`src/rtl/vc_test_rand_delay.sv`:
```
// Single-entry val/rdy stage that holds each message for a pseudo-random number
// of idle cycles (16-bit Galois LFSR) before offering it downstream.
module vc_test_rand_delay #(
    parameter int unsigned p_msg_sz    = 1,
    parameter int unsigned p_max_delay = 0,
    parameter logic [15:0] p_seed      = 16'hb1
) (
    input  logic                clk,
    input  logic                reset,
    input  logic                in_val,
    output logic                in_rdy,
    input  logic [p_msg_sz-1:0] in_msg,
    output logic                out_val,
    input  logic                out_rdy,
    output logic [p_msg_sz-1:0] out_msg
);

    typedef enum logic [1:0] {StIdle, StDelay, StHold} state_e;

    localparam logic [15:0] LfsrTaps = 16'hb400;
    localparam logic [8:0]  DelayMod = 9'(p_max_delay + 1);

    state_e              state;
    logic [7:0]          cnt;
    logic [p_msg_sz-1:0] msg_buf;
    logic [15:0]         lfsr;
    logic [15:0]         lfsr_next;
    logic [7:0]          delay;
    logic                in_xfer;
    logic                out_xfer;

    // Delay is drawn from the LFSR value before it advances for this message.
    always_comb begin
        lfsr_next = {1'b0, lfsr[15:1]} ^ (lfsr[0] ? LfsrTaps : 16'h0000);
        delay     = 8'({1'b0, lfsr[7:0]} % DelayMod);
    end

    // All outputs are forced low while reset is asserted.
    always_comb begin
        in_rdy  = 1'b0;
        out_val = 1'b0;
        out_msg = '0;
        if (reset) begin
            out_msg = msg_buf;
            case (state)
                StIdle:  in_rdy = 1'b1;
                StHold: begin
                    in_rdy  = out_rdy;
                    out_val = 1'b1;
                end
                default: ;
            endcase
        end
    end

    assign in_xfer  = in_val & in_rdy;
    assign out_xfer = out_val & out_rdy;

    always_ff @(posedge clk) begin
        if (!reset) begin
            state   <= StIdle;
            cnt     <= '0;
            msg_buf <= '0;
            lfsr    <= p_seed;
        end else begin
            if (in_xfer) begin
                msg_buf <= in_msg;
                lfsr    <= lfsr_next;
            end
            case (state)
                // HOLD may hand off and capture the next message on the same edge.
                StIdle, StHold: begin
                    if (in_xfer) begin
                        if (delay == 8'd0) begin
                            state <= StHold;
                        end else begin
                            cnt   <= delay - 8'd1;
                            state <= StDelay;
                        end
                    end else if (out_xfer) begin
                        state <= StIdle;
                    end
                end
                StDelay: begin
                    if (cnt == 8'd0) begin
                        state <= StHold;
                    end else begin
                        cnt <= cnt - 8'd1;
                    end
                end
                default: state <= StIdle;
            endcase
        end
    end

`ifndef SYNTHESIS
    a_hold_stable: assert property (@(posedge clk)
        (out_val && !out_rdy) |=> (!reset || (out_val && out_msg == $past(out_msg))));
    a_lfsr_nonzero: assert property (@(posedge clk) reset |-> (lfsr != 16'h0000));
`endif

endmodule

```
`config.mk`:
```
export PLATFORM = sky130hd
export DESIGN_NAME = vc_test_rand_delay
export DESIGN_NICKNAME = d
export VERILOG_FILES = /design/src/rtl/vc_test_rand_delay.sv
export SDC_FILE = /design/constraint.sdc
export NUM_CORES = 1
export LEC_CHECK = 0
export ABC_AREA = 1
export BUFFER_PORTS_ARGS = -buffer_cell sky130_fd_sc_hd__buf_2
export CORE_AREA = 2 2 39 41
export DETAILED_ROUTE_END_ITERATION = 16
export DIE_AREA = 0 0 41 43
export GPL_TIMING_DRIVEN = 0
export PLACE_DENSITY_LB_ADDON = 0.25
export SLEW_MARGIN = 25
export SYNTH_ARGS = -nofsm -noshare
export SYNTH_HDL_FRONTEND = slang
export SYNTH_SLANG_ARGS = --single-unit
```
`constraint.sdc`:
```
create_clock -name clk -period 1 [get_ports clk]
set_clock_uncertainty 0.2 [all_clocks]
set_input_delay 0.05 -clock clk [delete_from_list [all_inputs] [get_ports clk]]
set_output_delay 0.05 -clock clk [all_outputs]
set_load 0.02 [all_outputs]
```
==> impl_metrics.toml <==
[global_routing]
grt.total_usage_pct = 4.90
grt_antenna_before_repair = 0
pin_count_of_the_biggest_net_entering_global_routing = 6
grt_util_met2_pct = 5.94
top_usage_layer = "met4"
global_route.usage.met1_pct = 3.82
wire_length_of_the_first_global_routing_pass_um = 489
grt_pass1_vias = 138
grtUsageMet3_pct = 4.71
globalRoute.totalOverflow = 0

[timing]
fin_worst_hold_slack_ns = -0.0741
final.period_utilization_pct = 104
finalSetupViolCount = 3
finalHoldViolations = 2
slew_limit_headroom_pct = 92.4
fmax_mhz = 959
grt_setup_unrepaired = "true"
final_critical_delay_including_setup_and_external_delays_ns = 1.04
maxSlewViolCount = 0
tightest_slew_ns = 0.113
final_worst_path_setup_slack_ns = -0.0424

[critical_path]
worst_ep_arrival_time_ns = 0.96
startpoint_type = "input port"
critPathCaptureType = "flip-flop"
crit_path_max_fanout = 3
cp_data_required_time_ns = 0.91
criticalPathCategory = "in2reg"

[cts]
clock_sink_count = 2
cts_made_buffers = 3
clock_latency_ns = 0.22
tritoncts = "done"
h-tree-depth = 1
clockRootBuffer = "sky130_fd_sc_hd__clkbuf_4"
cts.reportedPaths.clkPinSlew_ns = 0.03
clockBufferDepth = 2

[layout]
drive_gt1_share_pct = 59.4
antennaDiodeCount = 0
final_cell_count_no_fill = 48
most_frequent_standard_cell_in_the_layout_excluding_fill_and_tap_cells = "sky130_fd_sc_hd__inv_1"
post-route-cell-area_um2 = 248
num-nets-final = 39
num-fill-cells = 168
area_growth_pct = 128
final_cell_mix = "5 x sky130_fd_sc_hd__inv_1, 4 x sky130_fd_sc_hd__buf_4, 3 x sky130_fd_sc_hd__nand2_1, 3 x sky130_fd_sc_hd__clkbuf_4, 3 x sky130_fd_sc_hd__buf_2"

[place]
buffer_ports.inserted = 7
gpl.final_weighted_congestion = 0.565
placedInstanceArea_um2 = 164
placed_cells_incl_taps = 41
dp_slack_ns = 0.0649

[run_status]
status = "complete, but fails checks"
failing_checks = "hold timing, setup timing"

[floorplanning]
die_y_um = 43
die_x_um = 41
initial_utilization_pct = 7.87
num_rows = 14
dieArea_um2 = 1760
num_io_pins = 8
core_region_area_um2 = 1380

[power_and_ir_drop]
leakage_power_of_the_design_uw = 0.000144
power.density_nw_per_um2 = 1370
power.ir.vdd_worst_v = 0.000404

[synth]
post_synth_num_cell_types = 7
syn_inst = 18
mappedNetlistArea_um2 = 109
yosys_warnings = 0
ys_seq_area_share_pct = 36.8
postSynthNetCount = 23
postSynthRegisterBits = 2
syn_avg_cell_area_um2 = 6.05

[drt]
dr.pass1.iters = 2
routed_wire_length_per_instance_um = 6.19
starting_drt_drc_count = 4
antenna_left = 0
routed_via_count_divided_by_cell_count = 3.17
route.detailed.drc = 0
finalWirelength_um = 297
dr_total_vias = 152

[run]
max-cap-violations = 0

[min_path]
worstHoldPathType = "in2reg"
-- synth_stat cells --
| library cell | instances | area share [%] |
|---|---|---|
| sky130_fd_sc_hd__a21oi_1 | 2 | 9.2 |
| sky130_fd_sc_hd__nand2_1 | 4 | 14 |
| sky130_fd_sc_hd__nand4_1 | 1 | 5.8 |
| sky130_fd_sc_hd__nand2_2 | 1 | 5.8 |
| sky130_fd_sc_hd__nand3_1 | 1 | 4.6 |
| sky130_fd_sc_hd__dfxtp_1 | 2 | 37 |
| sky130_fd_sc_hd__inv_1 | 7 | 24 |
-- flip-flops by register name, indices dropped and copies added, names as in the netlist --
| name | flops |
|---|---|
| msg_buf | 1 |
| state | 1 |
-- what timing repair did --
action,4_1_cts,5_1_grt
pin swaps,2,0
endpoints found under the hold margin,2,2
hold buffers,2,1
resized for setup,7,5
buffers inserted,2,0
endpoints found under the setup margin,3,5
-- logic make-up (layout without fill, tap and decap cells) --
logic type,count (synthesis),after routing,share of synthesized area [%]
compound gates,2,2,9.20
buf+inv,7,21,24.1
flops,2,2,36.8
simple gates,7,7,29.9
-- stage by stage --
stage / power, uW / utilization [%] / TNS [ns] / hold WS, ns
2_1_floorplan: 119 / - / 0 / -0.0195
3_3_place_gp: 139 / 11.8 / 0 / 0.127
3_5_place_dp: 139 / 11.8 / 0 / 0.124
4_1_cts: 347 / 17.5 / -0.137 / -0.0744
5_1_grt: 366 / 17.9 / -0.242 / -0.0595
6_report: 339 / 17.9 / -0.0823 / -0.0741
-- final cells by class --
| cell class | instances | area [um2] | area share (%) |
|---|---|---|---|
| Clock buffer | 3 | 22.5 | 9.09 |
| Inverter | 7 | 26.3 | 10.6 |
| Multi-Input combinational cell | 9 | 48.8 | 19.7 |
| Sequential cell | 2 | 42.5 | 17.2 |
| Tap cell | 16 | 20.0 | 8.08 |
| Timing Repair Buffer | 11 | 87.6 | 35.4 |
-- final timing paths --
| path | from | to | slack (ns) | depth (start not counted) |
|---|---|---|---|---|
| max | in_val | msg_buf$_SDFFE_PN0P_ | -0.04 | 6 |
| min | in_msg | msg_buf$_SDFFE_PN0P_ | -0.07 | 5 |
| max reg2reg | state[1]$_SDFFE_PN0P_ | msg_buf$_SDFFE_PN0P_ | 0 | 6 |
| min reg2reg | state[1]$_SDFFE_PN0P_ | state[1]$_SDFFE_PN0P_ | 0.41 | 3 |
-- power by group --
part           internal, uW  leakage (uW)  total, uW  switching, uW
clock                   132     0.0000138        173           41.3
combinational          39.2      0.000113       73.4           34.3
sequential             88.8     0.0000172       92.5           3.71
-- metal layers --
layer	up-vias	wire length [um]	part of all wire (%)
met5	-	0	0
met4	0	0	0
li1	80	-	-
met2	3	169	57
met3	0	31	10
met1	69	96	32
-- critical path, stage by stage --
cell and delay, ns:
sky130_fd_sc_hd__buf_2 0.09, sky130_fd_sc_hd__dlygate4sd3_1 0.58, sky130_fd_sc_hd__nand3_1 0.09, sky130_fd_sc_hd__nand2_1 0.05, sky130_fd_sc_hd__nand2_1 0.06, sky130_fd_sc_hd__inv_1 0.03
No activity file was read; power rests on OpenSTA's default activity.
